**config.mk**
```make
export PLATFORM = sky130hd
export DESIGN_NAME = fpu_op_sequencer
export DESIGN_NICKNAME = d
export VERILOG_FILES = /design/src/rtl/fpu_op_sequencer.sv
export SDC_FILE = /design/constraint.sdc
export NUM_CORES = 1
export LEC_CHECK = 0
export BUFFER_PORTS_ARGS = -buffer_cell sky130_fd_sc_hd__buf_4
export CAP_MARGIN = 20
export CELL_PAD_IN_SITES_DETAIL_PLACEMENT = 1
export CELL_PAD_IN_SITES_GLOBAL_PLACEMENT = 1
export CORE_ASPECT_RATIO = 1.5
export CORE_UTILIZATION = 30
export DETAILED_ROUTE_END_ITERATION = 8
export GPL_TIMING_DRIVEN = 0
export PLACE_DENSITY = 0.77
export REMOVE_ABC_BUFFERS = 1
export SYNTH_ARGS = -nofsm -noshare
export SYNTH_HDL_FRONTEND = slang
export SYNTH_SLANG_ARGS = --single-unit
```
**constraint.sdc**
```tcl
create_clock -name clk -period 3.4 [get_ports clk]
set_input_delay 0.51 -clock clk [delete_from_list [all_inputs] [get_ports clk]]
set_output_delay 0.51 -clock clk [all_outputs]
set_load 0.01 [all_outputs]
```
**src/rtl/fpu_op_sequencer.sv**
```systemverilog
`default_nettype none
// +--------------------------------------------------------------------------+
// | Module  : fpu_op_sequencer                                               |
// | Brief   : Runs one FP op at a time through shared add/sub/mul/div units,  |
// |           with a watchdog abort for hung units.                          |
// | Revision: 1.0 - initial release                                          |
// +--------------------------------------------------------------------------+
module fpu_op_sequencer #(
  parameter int DATA_WIDTH = 32,
  parameter int OP_WIDTH   = 2,
  parameter int TIMEOUT    = 64
) (
  input  logic                  clk,
  input  logic                  rst,
  input  logic                  req_valid,
  output logic                  req_ready,
  input  logic [DATA_WIDTH-1:0] req_a,
  input  logic [DATA_WIDTH-1:0] req_b,
  input  logic [OP_WIDTH-1:0]   req_op,
  output logic [DATA_WIDTH-1:0] op_a,
  output logic [DATA_WIDTH-1:0] op_b,
  output logic [OP_WIDTH-1:0]   mux_sel,
  output logic [3:0]            unit_start,
  input  logic [3:0]            unit_done,
  input  logic [DATA_WIDTH-1:0] mux_result,
  output logic                  res_valid,
  input  logic                  res_ready,
  output logic [DATA_WIDTH-1:0] res_data,
  output logic                  res_err,
  output logic                  busy
);

  localparam int c_WD_W = (TIMEOUT > 2) ? $clog2(TIMEOUT) : 1;
  localparam logic [c_WD_W-1:0] c_WD_LAST = c_WD_W'(TIMEOUT - 1);

  typedef enum logic [1:0] {
    S_IDLE  = 2'd0,
    S_ISSUE = 2'd1,
    S_WAIT  = 2'd2,
    S_DONE  = 2'd3
  } state_t;

  state_t                r_state;
  state_t                w_next;
  logic [DATA_WIDTH-1:0] r_op_a;
  logic [DATA_WIDTH-1:0] r_op_b;
  logic [OP_WIDTH-1:0]   r_mux_sel;
  logic [DATA_WIDTH-1:0] r_res_data;
  logic                  r_res_err;
  logic [c_WD_W-1:0]     r_wdog;
  logic                  w_done;
  logic                  w_expire;
  logic [3:0]            w_start;

  // Only the selected unit's done counts; the others may toggle freely.
  assign w_done   = unit_done[r_mux_sel];
  assign w_expire = (r_wdog == c_WD_LAST);

  always_ff @(posedge clk or posedge rst) begin
    if (rst) begin
      r_state <= S_IDLE;
    end else begin
      r_state <= w_next;
    end
  end

  always_comb begin
    w_next  = r_state;
    w_start = 4'b0000;
    case (r_state)
      S_IDLE: begin
        if (req_valid) w_next = S_ISSUE;
      end
      S_ISSUE: begin
        w_start[r_mux_sel] = 1'b1;
        w_next             = S_WAIT;
      end
      S_WAIT: begin
        if (w_done || w_expire) w_next = S_DONE;
      end
      S_DONE: begin
        if (res_ready) w_next = S_IDLE;
      end
      default: w_next = S_IDLE;
    endcase
  end

  always_ff @(posedge clk or posedge rst) begin
    if (rst) begin
      r_op_a     <= '0;
      r_op_b     <= '0;
      r_mux_sel  <= '0;
      r_res_data <= '0;
      r_res_err  <= 1'b0;
      r_wdog     <= '0;
    end else begin
      case (r_state)
        S_IDLE: begin
          if (req_valid) begin
            r_op_a    <= req_a;
            r_op_b    <= req_b;
            r_mux_sel <= req_op;
          end
        end
        S_ISSUE: begin
          r_wdog <= '0;
        end
        S_WAIT: begin
          // A done arriving on the last watchdog cycle still wins.
          if (w_done) begin
            r_res_data <= mux_result;
            r_res_err  <= 1'b0;
          end else if (w_expire) begin
            r_res_data <= '0;
            r_res_err  <= 1'b1;
          end else begin
            r_wdog <= r_wdog + 1'b1;
          end
        end
        default: ;
      endcase
    end
  end

  assign op_a       = r_op_a;
  assign op_b       = r_op_b;
  assign mux_sel    = r_mux_sel;
  assign unit_start = w_start;
  assign res_data   = r_res_data;
  assign res_err    = r_res_err;
  assign req_ready  = (r_state == S_IDLE);
  assign res_valid  = (r_state == S_DONE);
  assign busy       = (r_state != S_IDLE);

endmodule
`default_nettype wire
```
# After elaboration in Yosys (flattened, before gate mapping)
# Cells that the tools add are included.
word_totals:
  wordCells: 45
  ff_bits: 107
  input_bits: 106
  out_inout_bits: 106
classes:
  reduce_logical: 10
  n_lt_le_gt_ge: 2
  muxes: 16
  n_addsub: 1
  n_eq_ne: 9
op_table:
  columns: ["op", "n"]
  rows:
  - ["$mux 32", 2]
  - ["$mux 6", 2]
  - ["$pmux 6 s2", 1]
  - ["$ne 2x2->1 const B", 4]
  - ["$pmux 2 s4", 1]
  - ["$add 6x1->6 const B", 1]
  - ["$eq 6x6->1 const B", 1]
  - ["$mux 2", 3]
  - ["$reduce_and 3->1", 2]
  - ["$reduce_bool 2->1", 3]
  - ["$eq 2x2->1 const B", 2]
  - ["$mux 1", 4]
  - ["$mux 4", 1]
  - ["$reduce_and 2->1", 2]
  - ["$lt 2x3->1 const B", 1]
  - ["$bmux 1 s2", 1]
  - ["$demux 1 s2", 1]
  - ["$eq 2x1->1 const B", 1]
  - ["$ge 2x1->1 const B", 1]
  - ["$logic_not 2->1", 1]
  - ["$ne 2x1->1 const B", 1]
  - ["$logic_and 1x1->1", 1]
  - ["$logic_or 1x1->1", 1]

# Logic depth before layout (Yosys ltp)
# Gate-level depths: netlist (run 1).
depth:
  word_depth: 5
  depth_mapped: 7
  mapped_depth_nobuf: 6

# Least setup slack after synthesis (run 1)
# OpenSTA, ideal clock, no wires.
synth_timing:
  kind: "reg2reg"
  start: "register r_state[0]"
  end: "register r_mux_sel[0], in the netlist mux_sel[0]"
  arrival_ps: 1838
  setup_ps: 125
  path_slack_ps: 1438
  path_stages_with_launch: 7
  path_cell_list: "dfrtp_1 inv_1 ha_1 nand2_1 clkbuf_1 clkbuf_1 mux2_2"
synth_via:
  elab_chain_cells: 2
synth_lines:
  columns: ["element", "line_no", "rtl"]
  rows:
  - ["start, declared", "43", "state_t r_state;"]
  - ["start signal, assigned", "63", "r_state <= w_next;"]
  - ["$logic_not 2->1", null, null]
  - ["via req_ready", "16", "output logic req_ready,"]
  - ["$reduce_and 2->1 (no source line)", null, null]
  - ["end signal, assigned", "102", "r_mux_sel <= req_op;"]
  - ["end, declared", "47", "logic [OP_WIDTH-1:0] r_mux_sel;"]
# The timed path passes the listed nets, and every way through them passes these cells.
# A chain may end at the register's enable or synchronous reset.

# Worst setup path after layout (run 1)
layout_timing:
  start: "register r_mux_sel[0], in the netlist mux_sel[0]"
  end: "register r_res_data[16], in the netlist res_data[16]"
layout_via:
  elab_chain_cells: 4
  word_cells_on_any_way: 5
layout_lines:
  columns: ["element", "line_no", "rtl"]
  rows:
  - ["$bmux 1 s2 *", "56", "assign w_done = unit_done[r_mux_sel];"]
  - ["$mux 1 (not written as such) *", "56", null]
  - ["$reduce_bool 2->1 (no source line)", null, null]
  - ["$reduce_and 2->1 (no source line)", null, null]
  - ["end signal, assigned", "111", "r_res_data <= mux_result;"]
  - ["end, declared", "48", "logic [DATA_WIDTH-1:0] r_res_data;"]
# Every way passes the cells marked *; elsewhere a longest branch is shown, timed or not. The select of a mux whose other input is x is not followed.

==> results of run 1 <==
==> cells in the final DEF, fill, tap and decap left out, drive strengths merged, types with 2 or more instances in the layout <==
master	count
nor2	5
clkbuf	10
buf	214
nor2b	2
mux2	67
o21ai	3
and4b	2
a31oi	2
a41oi	2
nand2	7
ha	5
inv	9
and3	3
a211oi	2
a22o	32
bufinv	2
dfrtp	107
==> path summary, 6_finish.rpt <==
check,endpoint,slack (ns),start
max in group asynchronous,res_data[21],2.35,rst
min reg2reg,op_b[6],0.51,op_b[6]
min,op_b[8],0.32,rst
max reg2reg,res_data[16],0.95,mux_sel[0]
max,res_data[16],0.95,mux_sel[0]
min in group clk,res_data[30],0.38,mux_result[30]
==> cells by family (layout without fill, tap and decap cells) <==
group,count (synthesis),count (layout)
flip-flops,107,107
multiplexers,68,68
AO/OA/AOI/OAI,48,48
buffers and inverters,24,236
AND/OR/NAND/NOR,23,23
adder cells (fa/ha/maj),5,5
XOR/XNOR,1,1
==> flip-flops by register name, summed over array words and instances (netlist names) <==
| signal | count |
|---|---|
| res_data | 32 |
| op_a | 32 |
| r_wdog | 6 |
| res_err | 1 |
| mux_sel | 2 |
| op_b | 32 |
| r_state | 2 |
==> layout make-up <==
class	instances	area share
flip-flops and latches	107	0.4253
repair buffers	214	0.2615
multi-input cells	145	0.2273
clock buffers	10	0.03637
well taps	162	0.03219
clock inverters	4	0.01212
inverters	8	0.005167
==> report_power, final <==
| part | internal (mW) | switching [mW] |
|---|---|---|
| logic | 1.57 | 1.17 |
| registers | 1.89 | 0.357 |
| clock network | 0.641 | 0.461 |
| total | 4.10 | 1.99 |
==> worst max-delay path: cells and delay by family, from the launching register on <==
| kind | cells | cell delay, ns |
|---|---|---|
| mux | 1 | 0.61 |
| flops | 1 | 0.47 |
| buf+inv | 1 | 0.25 |
| simple gates | 1 | 0.60 |
| compound gates | 2 | 0.45 |
==> Yosys cell counts, types with 2 or more instances <==
cell type | count | area (sq um)
inv_1 | 8 | 30.03
nor2b_1 | 2 | 12.51
a41oi_1 | 2 | 17.52
nor2_1 | 5 | 18.77
dfrtp_1 | 107 | 2678
a211oi_1 | 2 | 15.01
a22o_1 | 5 | 43.79
a22o_2 | 27 | 270.3
o21ai_0 | 3 | 15.01
nand2_1 | 7 | 26.28
clkbuf_1 | 11 | 41.29
ha_1 | 5 | 62.56
buf_12 | 3 | 60.06
mux2_2 | 67 | 754.5
and3_1 | 2 | 12.51
==> stage by stage <==
stage / setup TNS (ns) / power [mW] / hold WS [ns] / worst slack (ns)
after floorplan: 0 / 3.595 / 0.5134 / 0.07276
after global placement: -119.10 / 4.889 / 0.4883 / -1.122
after detailed placement: 0 / 5.032 / 0.4943 / 0.8647
after CTS: 0 / 6.158 / 0.3587 / 0.9222
after global routing: 0 / 6.457 / 0.3679 / 0.7844
final: 0 / 6.093 / 0.3249 / 0.9528
==> per-layer routing <==
metal | wire length, microns | up-vias | global-route usage
li1 | - | 1410 | -
met1 | 3974 | 1608 | 0.1764
met2 | 7031 | 100 | 0.3161
met3 | 498 | 19 | 0.03499
met4 | 336 | 0 | 0.06912
met5 | 0 | - | 0
==> results.toml, run 1 <==
[cells_and_area]
fillers = 1443
nets = 596
multi_input_area_sq_mm = 0.001431
drive_above_1_share = 0.6701
seqCellArea_sq_mm = 0.002678
antenna_cells = 0
final_cells = 650
final_util = 0.4608
stdcell_area_sq_mm = 0.006296
syn_to_final_growth_pct = 48.17

[global_route]
grt_pass1_vias = 3459
grt_overflow = 0
antenna_found_initial = 0
grt_max_degree = 67
grt_usage = 0.1667
grt_pass1_wl_mm = 18.72

[timing]
min_period_ns = 2.447
fmax_mhz = 408.6
tightest_slew_ns = 0.8785
skew_ns = 0.01012
hold_viol = 0
relSlewSlack = 0.4144
rsz0062_at_grt = "no"
finalSetupViolations = 0
timing.final.crit_share = 0.7198
finalMaxSlewViolations = 0

[worst_setup_path]
worstSetupStartpointType = "register"
worstPathArrival_ns = 2.73
crit_type = "reg -> reg"
crit_fanout = 18
path_cells = "mux4_2 > a31oi_4 > nand2b_1 > buf_8 > a22o_2"
cpPeakStageDelay_ns = 0.61
endpoint_kind = "register"
reg2reg_depth = 5
slowest_stage = "mux4_2"
required_ns = 3.68

[clock_network]
clk_pin_slew_worst_paths_ns = 0.07
cts_inserted_buffers = 9
cts_sinks = 107
cts_resized = 0
htreeDepth = 3
cts_setup_buffers = 0
cts_hold_buf = 0
cts_tree = "done"
cts-root-buf = "clkbuf_16"
clock_latency_ns = 0.34
cts.path.max_buffers = 2

[place]
port-buffer-count = 211
hpwl_mm = 8.996
dpl_cell_area_sq_mm = 0.005963
gp_congestion = 0.7641
place_inst = 635

[detailed_routing]
drt_iter0_markers = 57
dr.pass1.iters = 6
drc_errors = 0
ant_nets = 0
vias = 3137
wire_per_inst_microns = 18.22
drt_wl_total_mm = 11.84
vias_per_cell = 4.826

[die]
start_util = 0.3110
die_w_microns = 99.17
die_area_sq_mm = 0.01465
core-area_sq_mm = 0.01366
die_height_microns = 147.8
pin_count = 212
num_rows = 52

[hold_path]
hold_class = "in -> async"

[synth]
synth_xor_xnor_area_share = 0.002061
synth_top_flop_cell = "dfrtp_1"
synth.distinct_cells = 35
synth_adder_area_share = 0.01472
synth-compound-area-share = 0.1054
syn_area_sq_mm = 0.004249
ys_warn_count = 0
yosysSeqAreaShare = 0.6302
synth_edf_count = 0
synth_top_family_by_area = "multiplexers"
syn_area_per_cell_sq_um = 15.40
synthesis.instances = 276
ys_ff_latch = 107
synth_mux_area_frac = 0.1829
synth-simple-area-share = 0.03004
async_reset_ff_frac = 1.000

[power]
power.density_mw_per_mm2 = 967.8
p_leak_nw = 3.101
ir_worst_vdd_mv = 0.3341

[status]
outcome = "finished clean"

[run]
maxCapViolCount = 0
No activity file was read; power rests on OpenSTA's default activity.
==> inputs of run 2 (changes only) <==
==> constraint.sdc (replaced) <==
create_clock -name clk -period 2 [get_ports clk]
set_input_delay 0.3 -clock clk [delete_from_list [all_inputs] [get_ports clk]]
set_output_delay 0.3 -clock clk [all_outputs]
set_load 0.01 [all_outputs]
==> run 2 against run 1 <==
Net effect: routed wire length rose by 0.57%; register-to-register slack got worse by 0.81 ns; count of clock-buffer cells in the layout did not move; worst setup slack got worse by 0.81 ns.
==> results.toml, run 2 (same netlist as run 1, synthesis figures left out) <==
[clock_network]
htreeDepth = 3
clk_pin_slew_worst_paths_ns = 0.07
clock_latency_ns = 0.34
cts.path.max_buffers = 2
cts_tree = "done"
cts_sinks = 107
cts-root-buf = "clkbuf_16"
cts_inserted_buffers = 9

[worst_setup_path]
worstSetupStartpointType = "register"
endpoint_kind = "register"
crit_type = "reg -> reg"
crit_fanout = 18
required_ns = 2.28
crit-reg2reg-launch = "mux_sel[0]"
worstPathArrival_ns = 2.14
crit_start = "mux_sel[0]"

[detailed_routing]
vias = 3156
vias_per_cell = 4.848
drt_wl_total_mm = 11.91
ant_nets = 0
wire_per_inst_microns = 18.29
drc_errors = 0
drt_iter0_markers = 48
dr.pass1.iters = 4

[place]
gp_congestion = 0.7641
hpwl_mm = 8.996
port-buffer-count = 211
dpl_cell_area_sq_mm = 0.005963

[die]
start_util = 0.3110
pin_count = 212
die_w_microns = 99.17
core-area_sq_mm = 0.01366
die_area_sq_mm = 0.01465
die_height_microns = 147.8
num_rows = 52

[power]
pwr-share-clk = 0.180
p_seq_frac = 0.367
p_switching_mw = 3.404
p_leak_nw = 3.106
internal-power_mw = 6.996
p_comb_frac = 0.453
ir_worst_vdd_mv = 0.5671
power.density_mw_per_mm2 = 1647
swShare = 0.3273

[global_route]
grt_use_met3 = 0.03499
grt_usage = 0.1674
grt_max_degree = 67
use_met2 = 0.3189
grt_overflow = 0
grt_pass1_vias = 3469
grt_pass1_wl_mm = 18.77
antenna_found_initial = 0
grt_use_met1 = 0.1761
grt_busiest_layer = "met2"

[timing]
skew_ns = 0.01052
rsz0062_at_grt = "no"
finalSetupViolations = 0
finalMaxSlewViolations = 0
hold_viol = 0
min_period_ns = 1.861
timing.final.crit_share = 0.9304
fmax_mhz = 537.4
tightest_slew_ns = 0.8213
relSlewSlack = 0.4525

[status]
outcome = "finished clean"

[cells_and_area]
final_common_cell = "buf_4"
drive_above_1_share = 0.6769
nets = 597
stdcell_area_sq_mm = 0.006316
final_util = 0.4623
antenna_cells = 0
syn_to_final_growth_pct = 48.65
mostFrequentLayoutCells = "buf_4 (212), dfrtp_1 (106), mux2_2 (67)"
fillers = 1441

[run]
maxCapViolCount = 0

[hold_path]
hold_class = "in -> async"
run 2: cell count changes in the layout (fill, tap and decap cells not counted), sizes merged:
cell  delta
buf      +1
run 2: what timing repair did:
item / in CTS / in global routing
setup buffers: 2 / 0
gates resized for setup: 4 / 2
endpoints found under the hold margin: 0 / 0
endpoints found under the setup margin: 89 / 35
hold buffers: 0 / 0
cloned: 0 / 0
run 2: per-stage QoR:
| stage | TNS [ns] | worst slack (ns) | std cells | power (mW) | hold WS, ns |
|---|---|---|---|---|---|
| 3_3_place_gp | -352.86 | -2.312 | 633 | 8.311 | 0.4883 |
| 4_1_cts | 0 | 0.009574 | 651 | 10.55 | 0.1487 |
| 5_1_grt | 0 | 0.04867 | 651 | 11.02 | 0.1579 |
| 3_5_place_dp | -12.60 | -0.4402 | 635 | 8.554 | 0.4943 |
| 6_report | 0 | 0.1393 | 651 | 10.40 | 0.1157 |
| 2_1_floorplan | -173.28 | -1.117 | 260 | 6.112 | 0.4327 |
run 2: final cells by class:
cell class / count / area [sq um] / share of cell area
clock buffer: 10 / 229.0 / 0.03625
multi-input combinational: 145 / 1450 / 0.2296
clock inverter: 4 / 76.32 / 0.01208
inverter: 8 / 32.53 / 0.005151
tap: 162 / 202.7 / 0.03209
sequential: 107 / 2679 / 0.4241
timing repair buffer: 215 / 1647 / 0.2607
run 2: metal layers:
metal,vias to the layer above,wire (microns)
met5,-,0
met4,0,339
met3,19,504
met2,99,7088
met1,1626,3976
li1,1412,-
run 2: power groups by stage:
stage,Clock (mW),Sequential [mW],Combinational [mW]
2_1_floorplan,0,4.23,1.88
3_3_place_gp,0,3.78,4.53
3_5_place_dp,0,3.86,4.70
4_1_cts,1.93,3.83,4.79
5_1_grt,2.03,3.97,5.02
6_report,1.88,3.82,4.71
run 2: path summary, 6_finish.rpt:
kind	slack, ns	cells past startpoint	endpoint
worst max-delay path	0.14	5	res_data[8]
worst min-delay path	0.12	2	op_b[8]
worst max register to register	0.14	5	res_data[8]
max in group asynchronous	1.16	3	mux_sel[0]
worst min register to register	0.51	1	op_b[6]
min in group clk	0.17	2	res_data[30]
run 2: critical path, stage by stage, from the launching register on:
cell and delay [ns]:
dfrtp_2 0.43, mux4_2 0.59, a31oi_4 0.25, nand2b_4 0.20, buf_8 0.17, a22o_2 0.16
